$ cat src/rtl/bypass_tag_pipe_pkg.sv
// bypass_pkg: tag layout, opcodes and special registers shared by the tag pipe and the forwarding unit.
package bypass_pkg;
  localparam int WORD  = 32;
  localparam int RBITS = 5;
  localparam logic [RBITS-1:0] EXC_REG  = 5'd30;
  localparam logic [RBITS-1:0] LINK_REG = 5'd31;
  localparam int RA_LSB  = 0;
  localparam int RB_LSB  = 5;
  localparam int RW_LSB  = 10;
  localparam int LW_BIT  = 29;
  localparam int SW_BIT  = 30;
  localparam int EXC_BIT = 31;
  localparam logic [4:0] OP_RTYPE = 5'b00000;
  localparam logic [4:0] OP_J     = 5'b00001;
  localparam logic [4:0] OP_BNE   = 5'b00010;
  localparam logic [4:0] OP_JAL   = 5'b00011;
  localparam logic [4:0] OP_JR    = 5'b00100;
  localparam logic [4:0] OP_ADDI  = 5'b00101;
  localparam logic [4:0] OP_BLT   = 5'b00110;
  localparam logic [4:0] OP_SW    = 5'b00111;
  localparam logic [4:0] OP_LW    = 5'b01000;
  localparam logic [4:0] OP_SETX  = 5'b10101;
  localparam logic [4:0] OP_BEX   = 5'b10110;
  // A zero destination never writes, so it also never claims EXC_REG.
  function automatic logic [WORD-1:0] mk_tag(input logic [RBITS-1:0] a, input logic [RBITS-1:0] b,
                                             input logic [RBITS-1:0] w, input logic lw,
                                             input logic sw, input logic exc);
    logic [WORD-1:0] t;
    t = '0;
    t[RA_LSB+:RBITS] = a;
    t[RB_LSB+:RBITS] = b;
    t[RW_LSB+:RBITS] = w;
    t[LW_BIT]  = lw;
    t[SW_BIT]  = sw;
    t[EXC_BIT] = exc && (w != '0);
    return t;
  endfunction
endpackage

$ cat src/rtl/bypass_tag_pipe_if.sv
// bypass_tag_pipe_if: F/D instruction, pipeline controls and the three bypass tags.
interface bypass_tag_pipe_if;
  import bypass_pkg::*;
  logic [WORD-1:0] fd_insn;
  logic            fd_valid;
  logic            freeze;
  logic            stall;
  logic            flush;
  logic            x_ovf;
  logic [WORD-1:0] dxb;
  logic [WORD-1:0] xmb;
  logic [WORD-1:0] mwb;
  modport master(output fd_insn, fd_valid, freeze, stall, flush, x_ovf, input dxb, xmb, mwb);
  modport slave(input fd_insn, fd_valid, freeze, stall, flush, x_ovf, output dxb, xmb, mwb);
endinterface

$ cat src/rtl/bypass_tag_pipe_decode.sv
// bypass_tag_decode: combinational F/D instruction to bypass-tag decode.
module bypass_tag_decode
  import bypass_pkg::*;
(
  input  logic [WORD-1:0] i_insn,
  input  logic            i_valid,
  output logic [WORD-1:0] o_tag
);
  logic [4:0]       w_op;
  logic [RBITS-1:0] w_rd, w_rs, w_rt;
  logic             w_unused;
  assign w_op = i_insn[31:27];
  assign w_rd = i_insn[26:22];
  assign w_rs = i_insn[21:17];
  assign w_rt = i_insn[16:12];
  assign w_unused = &{1'b0, i_insn[11:0]};
  always_comb begin
    o_tag = '0;
    if (i_valid)
      case (w_op)
        OP_RTYPE: o_tag = mk_tag(w_rs, w_rt, w_rd, 1'b0, 1'b0, 1'b0);
        OP_ADDI:  o_tag = mk_tag(w_rs, '0, w_rd, 1'b0, 1'b0, 1'b0);
        OP_LW:    o_tag = mk_tag(w_rs, '0, w_rd, 1'b1, 1'b0, 1'b0);
        OP_SW:    o_tag = mk_tag(w_rs, w_rd, '0, 1'b0, 1'b1, 1'b0);
        OP_BNE,
        OP_BLT:   o_tag = mk_tag(w_rd, w_rs, '0, 1'b0, 1'b0, 1'b0);
        OP_JR:    o_tag = mk_tag(w_rd, '0, '0, 1'b0, 1'b0, 1'b0);
        OP_JAL:   o_tag = mk_tag('0, '0, LINK_REG, 1'b0, 1'b0, 1'b0);
        OP_SETX:  o_tag = mk_tag('0, '0, EXC_REG, 1'b0, 1'b0, 1'b1);
        OP_BEX:   o_tag = mk_tag(EXC_REG, '0, '0, 1'b0, 1'b0, 1'b0);
        default:  o_tag = '0;
      endcase
  end
endmodule

$ cat src/rtl/bypass_tag_pipe.sv
// bypass_tag_pipe: D/X, X/M, M/W bypass-tag latches with freeze/stall/flush priority
// and X-stage overflow rewrite of the destination to EXC_REG.
module bypass_tag_pipe
  import bypass_pkg::*;
(
  input logic               clock,
  input logic               reset,
  bypass_tag_pipe_if.slave  bus
);
  logic [WORD-1:0] r_dxb, r_xmb, r_mwb;
  logic [WORD-1:0] w_dec, w_adv;
  bypass_tag_decode u_dec (
    .i_insn  (bus.fd_insn),
    .i_valid (bus.fd_valid),
    .o_tag   (w_dec)
  );
  // Overflow redirects a real write to EXC_REG; a zero destination stays silent.
  always_comb begin
    w_adv = r_dxb;
    if (bus.x_ovf && r_dxb[RW_LSB+:RBITS] != '0) begin
      w_adv[RW_LSB+:RBITS] = EXC_REG;
      w_adv[EXC_BIT]       = 1'b1;
    end
  end
  always_ff @(posedge clock or negedge reset)
    if (!reset) begin
      r_dxb <= '0;
      r_xmb <= '0;
      r_mwb <= '0;
    end else if (!bus.freeze) begin
      r_mwb <= r_xmb;
      r_xmb <= bus.stall ? '0 : w_adv;
      r_dxb <= bus.stall ? r_dxb : (bus.flush ? '0 : w_dec);
    end
  assign bus.dxb = r_dxb;
  assign bus.xmb = r_xmb;
  assign bus.mwb = r_mwb;
endmodule

$ cat src/flat_wrapper.sv
// flat-port wrapper written by rule: the top's interface ports become plain ports
module bypass_tag_pipe_flat import bypass_pkg::*;
  (clock, reset, bus_fd_insn, bus_fd_valid, bus_freeze, bus_stall, bus_flush, bus_x_ovf, bus_dxb, bus_xmb, bus_mwb);
  bypass_tag_pipe_if bus_i ();
  input logic clock;
  input logic reset;
  input wire logic [$bits(bus_i.fd_insn)-1:0] bus_fd_insn;
  input wire logic [$bits(bus_i.fd_valid)-1:0] bus_fd_valid;
  input wire logic [$bits(bus_i.freeze)-1:0] bus_freeze;
  input wire logic [$bits(bus_i.stall)-1:0] bus_stall;
  input wire logic [$bits(bus_i.flush)-1:0] bus_flush;
  input wire logic [$bits(bus_i.x_ovf)-1:0] bus_x_ovf;
  output wire logic [$bits(bus_i.dxb)-1:0] bus_dxb;
  output wire logic [$bits(bus_i.xmb)-1:0] bus_xmb;
  output wire logic [$bits(bus_i.mwb)-1:0] bus_mwb;
  assign bus_i.fd_insn = bus_fd_insn;
  assign bus_i.fd_valid = bus_fd_valid;
  assign bus_i.freeze = bus_freeze;
  assign bus_i.stall = bus_stall;
  assign bus_i.flush = bus_flush;
  assign bus_i.x_ovf = bus_x_ovf;
  assign bus_dxb = bus_i.dxb;
  assign bus_xmb = bus_i.xmb;
  assign bus_mwb = bus_i.mwb;
  bypass_tag_pipe u_core (.clock(clock), .reset(reset), .bus(bus_i));
endmodule
$ cat config.mk
export PLATFORM = sky130hd
export DESIGN_NAME = bypass_tag_pipe_flat
export DESIGN_NICKNAME = d
export VERILOG_FILES = /design/src/rtl/bypass_tag_pipe_pkg.sv /design/src/rtl/bypass_tag_pipe_if.sv /design/src/rtl/bypass_tag_pipe_decode.sv /design/src/rtl/bypass_tag_pipe.sv /design/src/flat_wrapper.sv
export SDC_FILE = /design/constraint.sdc
export NUM_CORES = 1
export LEC_CHECK = 0
export ABC_AREA = 0
export CAP_MARGIN = 0
export CORE_MARGIN = 2
export CORE_UTILIZATION = 47
export CTS_BUF_LIST = sky130_fd_sc_hd__clkbuf_4
export DETAILED_ROUTE_END_ITERATION = 16
export PLACE_DENSITY = 0.88
export SLEW_MARGIN = 20
export SYNTH_ARGS = -nofsm -noshare
export SYNTH_HDL_FRONTEND = slang
export SYNTH_SLANG_ARGS = --single-unit
$ cat constraint.sdc
create_clock -name clock -period 2.2 [get_ports clock]
set_clock_uncertainty 0.15 [all_clocks]
set_input_delay 0.44 -clock clock [delete_from_list [all_inputs] [get_ports clock]]
set_output_delay 0.44 -clock clock [all_outputs]
set_load 0.05 [all_outputs]
==> run metrics, run 1 <==
status complete, no violations; Tightest Pin Transition 0.892 ns; Worst Setup Path Type flip-flop to output pin; Root Buffer clkbuf_4; first-pass GRT wire length 10400 um; CTS tree yes; crit path cell chain clkdlybuf4s50_1; M3 GR Usage 2.95%; WHS Endpoint u_core.bus.xmb[8]$_DFFE_PN0N_; Slew Limit Fails 0; RSZ-0062 raised after global routing no; Critical Path Sink Type output pin; crit-path max FO 3; min cycle time layout 2.16 ns; flop-to-flop setup slack 0.87 ns; Synth Area per Inst 10.6 um2; worst flop-to-flop path endpoint u_core.bus.xmb[11]$_DFFE_PN0N_; met2 Resource Use GR 30.3%; Post-DRT Antenna Nets 0; die area 7160 um2; Post-Place Setup Slack -0.248 ns; initial core utilization 48.4%; crit-path max cell delay 0.81 ns; Synthesis Warnings 0; largest net degree at the start of global routing 51; nets 416; synth unique cells 46; final setup vio count 0; Lkg Pwr 2.30 nW; CTS clock-pin slew for the worst setup and hold paths 0.14 ns; CTS Buf Count 5; Synth area leaders dfrtp_1 44%, buf_4 11%, mux2_2 6.6%; critical path required time 1.61 ns; Die Ht 84.6 um; pwr/cell area 475 nW/um2; slowest CP cell clkdlybuf4s50_1; Max Fclk 0.462 GHz; worst hold slack 0.369 ns; GR peak layer met2; initial antenna violation count 0; Worst Hold Path Cells 2; setup TNS 0 ns; post-CTS setup buffers 0; area of the mapped netlist 3050 um2; Synth async-reset ratio 100%; WL final 6500 um; Final Wtd Congestion 0.848; vias in the first global route 2136; worst relative slew slack 40.3%; HP Start u_core.bus.xmb[8]$_DFFE_PN0N_; Crit path arrival time 1.57 ns; layout cell share with drive strength beyond 1 18.5%; Pre-antenna DRT Iters 4; Yosys top cell area share 44.3%; clk buf depth 2; area growth from synthesis to layout 29.9%; dpl hpwl 5130 um; VDD IR max 0.316 mV; TritonCTS Sinks 54; fin crit share 98.3%; cells after synthesis 289; GRT Residual Overflow 0; FF+latch count, synth 54; max-cap viol count 0; core footprint 6310 um2; number of flops mapped to enable cells by yosys 0; worst skew pair latency 0.36 ns; Rows 29; CP Launch Type flip-flop; cell taking the most area after synthesis dfrtp_1; Worst Path Buf+Inv 1; final hold violation count 0; predominant post-synthesis flop cell dfrtp_1; GRT met1 Usage 23.7%; gr usage total 17.6%; DRC viols 0; Core Util, Final 62.8%; I/O pins 135; Initial DRC Count 89; post-synthesis sequential area ratio 44.3%; wire per inst 14.3 um; reg2reg path depth 4; n_diodes 0; IO Port Bufs 80; H-Tree Depth 2; Post-synth top cells 54 x dfrtp_1, 43 x buf_4, 36 x nand2_1; vias per std cell 5.00; worst min path class flip-flop to flip-flop; DR vias 2277; cell family with most CP delay buffers and inverters; die width 84.6 um; r2r startpoint u_core.bus.dxb[14]$_DFFE_PN0P_; setup ws final 0.0364 ns; most frequent cell after synthesis dfrtp_1
[how the worst max path moves through the flow]
stage / start / to / slack, ns / depth (start not counted)
floorplan: bus_fd_insn[31] / u_core.bus.dxb[4]$_DFFE_PN0P_ / 0.54 / 6
global placement: bus_fd_insn[27] / u_core.bus.dxb[0]$_DFFE_PN0P_ / -0.20 / 5
detailed placement: bus_fd_insn[27] / u_core.bus.dxb[0]$_DFFE_PN0P_ / -0.25 / 5
CTS: u_core.bus.dxb[30]$_DFFE_PN0P_ / bus_dxb[30] / 0.005 / 1
global route: u_core.bus.xmb[29]$_DFFE_PN0N_ / bus_xmb[29] / 0.0008 / 1
finish: u_core.bus.xmb[29]$_DFFE_PN0N_ / bus_xmb[29] / 0.04 / 1
[placed cells by master (no fill, tap or decap), types with 13 or more instances in the layout]
cell type and instances:
clkdlybuf4s50_1 43, nand2_1 36, nor2_1 13, dfrtp_1 54, mux2_2 18, o31ai_2 13, nand2b_1 16, conb_1 42
buf_4 16, dlymetal6s2s_1 28
[through the flow]
stage          power, W  instances  area, um2
5_1_grt         0.00196        455       3970
3_3_place_gp    0.00149        446       3840
2_1_floorplan   0.00142        330       3210
6_report        0.00189        455       3970
4_1_cts         0.00190        455       3900
3_5_place_dp    0.00149        446       3840
[final cells by class]
type | count | area [um2]
flip-flops and latches | 54 | 1350
repair buffers | 99 | 1020
clock buffers | 5 | 37.5
fillers | 492 | 2350
clock inverters | 3 | 16.3
well taps | 77 | 96.3
multi-input cells | 215 | 1440
inverters | 2 | 7.51
[layer usage]
layer,vias up,wire length [um],share of wire [%]
met1,1061,2860,44
met4,0,37,0.57
met3,5,401,6.2
li1,1108,-,-
met5,-,0,0
met2,103,3200,49
[report_power, final]
| part | switching [W] | internal [W] |
|---|---|---|
| combinational | 0.000337 | 0.000128 |
| clock | 0.000289 | 0.000120 |
| sequential | 0.00000812 | 0.00100 |
| total | 0.000635 | 0.00125 |
[flip-flops by register name (all words and copies together) (netlist names)]
name            count
u_core.bus.mwb     18
u_core.bus.xmb     18
u_core.bus.dxb     18
[worst register-to-register path, delay by kind of cell (launching register included)]
| family | cells | cell delay (ns) |
|---|---|---|
| DFF | 1 | 0.43 |
| AOI/OAI and AO/OA | 2 | 0.51 |
| and+or+nand+nor | 2 | 0.16 |
[repair_timing]
action | 4_1_cts | 5_1_grt
hold endpoints to repair | 25 | 0
resized for setup | 7 | 28
endpoints found under the setup margin | 7 | 28
hold buffers | 1 | 0
[kinds of logic (layout without fill, tap and decap cells)]
| group | after synthesis | in the layout | share of synthesized area [%] |
|---|---|---|---|
| simple gates | 88 | 88 | 16.8 |
| compound gates | 63 | 63 | 17.0 |
| buf+inv | 61 | 109 | 13.8 |
| flops | 54 | 54 | 44.3 |
| mux | 22 | 22 | 7.95 |
| other cells | 1 | 42 | 0.123 |
Note: power is estimated with default switching activity, not from simulation.
==> run 2, diff against run 1 <==
--- a/config.mk
+++ b/config.mk
@@ -7,11 +7,10 @@
 export LEC_CHECK = 0
 export ABC_AREA = 0
 export CAP_MARGIN = 0
-export CORE_MARGIN = 2
-export CORE_UTILIZATION = 47
-export CTS_BUF_LIST = sky130_fd_sc_hd__clkbuf_4
+export CORE_MARGIN = 8
+export CORE_UTILIZATION = 46
 export DETAILED_ROUTE_END_ITERATION = 16
-export PLACE_DENSITY = 0.88
+export PLACE_DENSITY = 0.87
 export SLEW_MARGIN = 20
 export SYNTH_ARGS = -nofsm -noshare
 export SYNTH_HDL_FRONTEND = slang
==> run 2 against run 1 <==
Against the previous run:
- sequential power about the same
- count of clock-buffer cells in the layout up 1
- non-clock buffer count up 3
- global-route usage down 2.4 points
- design area down 0.13%
- first-iteration DRC count up 11%
- critical path depth unchanged
- routed wire length up 11%
- largest cell class unchanged
- largest power group unchanged
==> run metrics, run 2 (synthesized netlist as in run 1, its figures left out) <==
RSZ-0062 raised after global routing no (unchanged); Rows 29 (unchanged); first-pass GRT wire length 12300 um (was 10400 um); Register Area 1350 um2 (unchanged); cell family with most CP delay buffers and inverters (unchanged); n_diodes 0 (unchanged); largest net degree at the start of global routing 31 (was 51); area growth from synthesis to layout 29.8% (was 29.9%); clk buf depth 2 (unchanged); worst hold slack 0.361 ns (was 0.369 ns); IO Port Bufs 80 (unchanged); Post-DRT Antenna Nets 0 (unchanged); CTS tree yes (unchanged); Worst Path Buf+Inv 1 (unchanged); Initial DRC Count 99 (was 89); GRT Residual Overflow 0 (unchanged); # resized after CTS 0 (was 7); fillers 499 (was 492); die area 9500 um2 (was 7160 um2); vias in the first global route 2508 (was 2136); TritonCTS Sinks 54 (unchanged); Pre-antenna DRT Iters 4 (unchanged); I/O pins 135 (unchanged); Tightest Pin Transition 0.562 ns (was 0.892 ns); critical path required time 1.61 ns (about the same); Final Wtd Congestion 0.861 (was 0.848); initial core utilization 47.8% (was 48.4%); slowest CP cell clkdlybuf4s50_1 (unchanged); nets 419 (was 416); max-cap viol count 0 (unchanged); Max Fclk 0.467 GHz (was 0.462 GHz); worst skew pair latency 0.32 ns (was 0.36 ns); Slew Limit Fails 0 (unchanged); Core Util, Final 62.0% (was 62.8%); DR vias 2332 (was 2277); WL final 7230 um (was 6500 um); final hold violation count 0 (unchanged); initial antenna violation count 0 (unchanged); pwr/cell area 522 nW/um2 (was 475 nW/um2); crit-path max cell delay 0.83 ns (was 0.81 ns); CTS clock-pin slew for the worst setup and hold paths 0.10 ns (was 0.14 ns); DRC viols 0 (unchanged); Root Buffer clkbuf_8 (was clkbuf_4); Critical Path Sink Type output pin (unchanged); crit path cell chain clkdlybuf4s50_1 (unchanged); vias per std cell 5.09 (was 5.00); status complete, no violations (unchanged); VDD IR max 0.460 mV (was 0.316 mV); worst relative slew slack 62.5% (was 40.3%); wire per inst 15.8 um (was 14.3 um); most common cell after layout, fill and taps aside clkdlybuf4s50_1 (was dfrtp_1); fin crit share 97.4% (was 98.3%); gr usage total 15.2% (was 17.6%); setup ws final 0.0572 ns (was 0.0364 ns); crit-path max FO 3 (unchanged); die width 97.5 um (was 84.6 um); Multi-input gate area 1440 um2 (unchanged); CP Launch Type flip-flop (unchanged); Lkg Pwr 1.80 nW (was 2.30 nW); final setup vio count 0 (unchanged); min cycle time layout 2.14 ns (was 2.16 ns); core footprint 6390 um2 (was 6310 um2); Post-Place Setup Slack -0.260 ns (was -0.248 ns); most frequent cells in the layout 70 x clkdlybuf4s50_1, 54 x dfrtp_1, 42 x conb_1, 36 x nand2_1, 26 x buf_4 (was 54 x dfrtp_1, 43 x clkdlybuf4s50_1, 42 x conb_1, 36 x nand2_1, 28 x dlymetal6s2s_1); dpl hpwl 5820 um (was 5130 um); Die Ht 97.5 um (was 84.6 um); Worst Setup Path Type flip-flop to output pin (unchanged); worst min path class flip-flop to flip-flop (unchanged); layout cell share with drive strength beyond 1 21.5% (was 18.5%); CTS Buf Count 5 (unchanged); Crit path arrival time 1.55 ns (was 1.57 ns); H-Tree Depth 2 (unchanged)
run 2: area by class of cell:
| class | count | share of cell area, % |
|---|---|---|
| inverter | 2 | 0.190 |
| clock buffer | 6 | 2.08 |
| clock inverter | 2 | 0.316 |
| sequential | 54 | 34.1 |
| timing repair buffer | 102 | 24.6 |
| multi-input combinational | 215 | 36.2 |
| tap | 77 | 2.43 |
run 2: layer usage:
metal  vias up  part of all wire (%)  global-route usage (%)
li1       1108                     -                       -
met1      1117                    44                    19.2
met2        99                    47                    23.6
met3         8                   7.3                    5.48
met4         0                   1.3                    4.78
met5         -                     0                       0
run 2: worst paths after layout:
path | slack [ns] | cells after the start | startpoint | end
hold / removal | 0.36 | 1 | u_core.bus.mwb[12]$_DFFE_PN0N_ | u_core.bus.mwb[12]$_DFFE_PN0N_
min in group asynchronous | 0.50 | 2 | reset | u_core.bus.mwb[31]$_DFFE_PN0N_
max in group asynchronous | 0.84 | 3 | reset | u_core.bus.dxb[3]$_DFFE_PN0P_
hold reg to reg | 0.36 | 1 | u_core.bus.mwb[12]$_DFFE_PN0N_ | u_core.bus.mwb[12]$_DFFE_PN0N_
setup / recovery | 0.06 | 1 | u_core.bus.dxb[7]$_DFFE_PN0P_ | bus_dxb[7]
setup reg to reg | 0.85 | 4 | u_core.bus.dxb[10]$_DFFE_PN0P_ | u_core.bus.xmb[11]$_DFFE_PN0N_
run 2: stage by stage:
stage	TNS, ns	std cells	cell area, um2	total power (W)
floorplan	0	330	3210	0.00142
global placement	-2.61	448	3840	0.00149
detailed placement	-3.45	448	3840	0.00150
CTS	0	457	3940	0.00207
global route	0	458	3960	0.00215
finish	0	458	3960	0.00207
run 2: what timing repair did:
action / in CTS / in global routing
endpoints found under the hold margin: 24 / 0
hold buffers: 1 / 0
endpoints found under the setup margin: 0 / 13
buffers inserted: 0 / 1
run 2: where the power goes:
group          switching [W]  internal, W  leakage, nW
Sequential        0.00000818      0.00100        0.753
Combinational       0.000342     0.000137        0.996
Clock               0.000326     0.000254       0.0472
==> run 3, diff against run 2 <==
--- a/config.mk
+++ b/config.mk
@@ -11,6 +11,7 @@
 export CORE_UTILIZATION = 46
 export DETAILED_ROUTE_END_ITERATION = 16
 export PLACE_DENSITY = 0.87
+export RECOVER_POWER = 100
 export SLEW_MARGIN = 20
 export SYNTH_ARGS = -nofsm -noshare
 export SYNTH_HDL_FRONTEND = slang
==> run 3 against run 2 <==
Against the previous run:
- worst setup slack improved by 0.0088 ns
- non-clock buffer count did not move
- via count rose by 0.30%
- register-to-register slack barely moved
- sequential share of layout area rose by 0.67 points
- design area fell by 1.9%
==> run metrics, run 3 (synthesized netlist as in run 1, its figures left out) <==
status complete, no violations (unchanged); Worst Path Buf+Inv 1 (unchanged); worst relative slew slack 51.5% (was 62.5%); crit-path max cell delay 0.88 ns (was 0.83 ns); nets 419 (unchanged); CTS clock-pin slew for the worst setup and hold paths 0.09 ns (was 0.10 ns); max-cap viol count 0 (unchanged); M1 wire length 3160 um (was 3200 um); CTS Buf Count 5 (unchanged); crit path cell chain dlygate4sd3_1 (was clkdlybuf4s50_1); DR vias 2339 (was 2332); final setup vio count 0 (unchanged); WL met2 3400 um (was 3410 um); CP Launch Type flip-flop (unchanged); wire per inst 15.8 um (about the same); RSZ-0062 raised after global routing no (unchanged); worst min path class flip-flop to flip-flop (unchanged); VDD IR max 0.458 mV (was 0.460 mV); Max Fclk 0.469 GHz (was 0.467 GHz); die width 97.5 um (unchanged); WL final 7250 um (was 7230 um); largest net degree at the start of global routing 31 (unchanged); DRC viols 0 (unchanged); TritonCTS Sinks 54 (unchanged); initial antenna violation count 0 (unchanged); core footprint 6390 um2 (unchanged); worst hold slack 0.356 ns (was 0.361 ns); gr usage total 15.2% (unchanged); Rows 29 (unchanged); Die Ht 97.5 um (unchanged); min cycle time layout 2.13 ns (was 2.14 ns); max layer used met4 (unchanged); Final Wtd Congestion 0.861 (unchanged); Root Buffer clkbuf_8 (unchanged); Lkg Pwr 1.76 nW (was 1.80 nW); slowest CP cell dlygate4sd3_1 (was clkdlybuf4s50_1); final hold violation count 0 (unchanged); worst skew pair latency 0.31 ns (was 0.32 ns); setup ws final 0.0660 ns (was 0.0572 ns); placed instance count 448 (unchanged); first-pass GRT wire length 12300 um (unchanged); Post-DRT Antenna Nets 0 (unchanged); initial core utilization 47.8% (unchanged); Pre-antenna DRT Iters 4 (unchanged); most frequent cells in the layout 62 x clkdlybuf4s50_1, 54 x dfrtp_1, 42 x conb_1, 36 x nand2_1, 18 x mux2_2 (was 70 x clkdlybuf4s50_1, 54 x dfrtp_1, 42 x conb_1, 36 x nand2_1, 26 x buf_4); vias per std cell 5.11 (was 5.09); I/O pins 135 (unchanged); vias in the first global route 2508 (unchanged); metal3 WL 592 um (was 529 um); Tightest Pin Transition 0.728 ns (was 0.562 ns); Post-Place Setup Slack -0.260 ns (unchanged); # resized after CTS 0 (unchanged); pwr/cell area 529 nW/um2 (was 522 nW/um2); clk buf depth 2 (unchanged); Initial DRC Count 113 (was 99); IO Port Bufs 80 (unchanged); Core Util, Final 60.8% (was 62.0%); Worst Setup Path Type flip-flop to output pin (unchanged); CTS tree yes (unchanged); Post-Layout Cell Count 458 (unchanged); fin crit share 97.0% (was 97.4%); Crit path arrival time 1.54 ns (was 1.55 ns); Slew Limit Fails 0 (unchanged); GRT Residual Overflow 0 (unchanged); most common cell after layout, fill and taps aside clkdlybuf4s50_1 (unchanged); layout cell share with drive strength beyond 1 17.8% (was 21.5%); cell family with most CP delay buffers and inverters (unchanged); die area 9500 um2 (unchanged); n_diodes 0 (unchanged); Critical Path Sink Type output pin (unchanged); area growth from synthesis to layout 27.3% (was 29.8%); H-Tree Depth 2 (unchanged); critical path required time 1.61 ns (about the same); crit-path max FO 2 (was 3); dpl hpwl 5820 um (unchanged)
==> run 3: cell count changes in the layout (fill, tap and decap cells not counted), moves of 2 or more <==
cell	previous run	this run
buf_4	26	13
clkdlybuf4s50_1	70	62
dlygate4sd3_1	1	9
clkbuf_4	0	2
buf_2	2	0
clkbuf_2	0	3
clkbuf_1	0	11
==> run 3: worst paths after layout <==
| path | cells after the start | end | from | slack (ns) |
|---|---|---|---|---|
| setup / recovery | 1 | bus_mwb[4] | u_core.bus.mwb[4]$_DFFE_PN0N_ | 0.07 |
| hold / removal | 1 | u_core.bus.mwb[7]$_DFFE_PN0N_ | u_core.bus.mwb[7]$_DFFE_PN0N_ | 0.36 |
| setup reg to reg | 4 | u_core.bus.xmb[11]$_DFFE_PN0N_ | u_core.bus.dxb[11]$_DFFE_PN0P_ | 0.85 |
| hold reg to reg | 1 | u_core.bus.mwb[7]$_DFFE_PN0N_ | u_core.bus.mwb[7]$_DFFE_PN0N_ | 0.36 |
| max in group asynchronous | 3 | u_core.bus.dxb[3]$_DFFE_PN0P_ | reset | 0.27 |
| min in group asynchronous | 2 | u_core.bus.mwb[31]$_DFFE_PN0N_ | reset | 0.50 |
==> run 3: per-stage QoR <==
step | instance area, um2 | total power [W] | setup TNS, ns
CTS | 3940 | 0.00207 | 0
floorplan | 3210 | 0.00142 | 0
global route | 3880 | 0.00214 | 0
detailed placement | 3840 | 0.00150 | -3.45
global placement | 3840 | 0.00149 | -2.61
finish | 3880 | 0.00206 | 0
==> run 3: cell type report <==
type	instances	area [um2]
well taps	77	96.3
inverters	2	7.51
clock buffers	6	82.6
fillers	522	2500
flip-flops and latches	54	1350
multi-input cells	215	1420
repair buffers	102	920
clock inverters	2	12.5
==> run 3: where the power goes <==
| group | switching (W) | total [W] | internal, W |
|---|---|---|---|
| Combinational | 0.000339 | 0.000468 | 0.000129 |
| Sequential | 0.00000815 | 0.00101 | 0.00100 |
| Clock | 0.000325 | 0.000579 | 0.000254 |
| Total | 0.000672 | 0.00206 | 0.00138 |
==> run 3: repair_timing <==
item                                   in CTS  in global routing
endpoints found under the hold margin      24                  0
buffers inserted                            0                  1
hold buffers                                1                  0
setup endpoints to repair                   0                 13
==> run 3: routing by layer <==
| layer | track usage (%) | vias up |
|---|---|---|
| met5 | 0 | - |
| li1 | - | 1112 |
| met2 | 23.6 | 108 |
| met3 | 5.48 | 8 |
| met1 | 19.2 | 1111 |
| met4 | 4.78 | 0 |
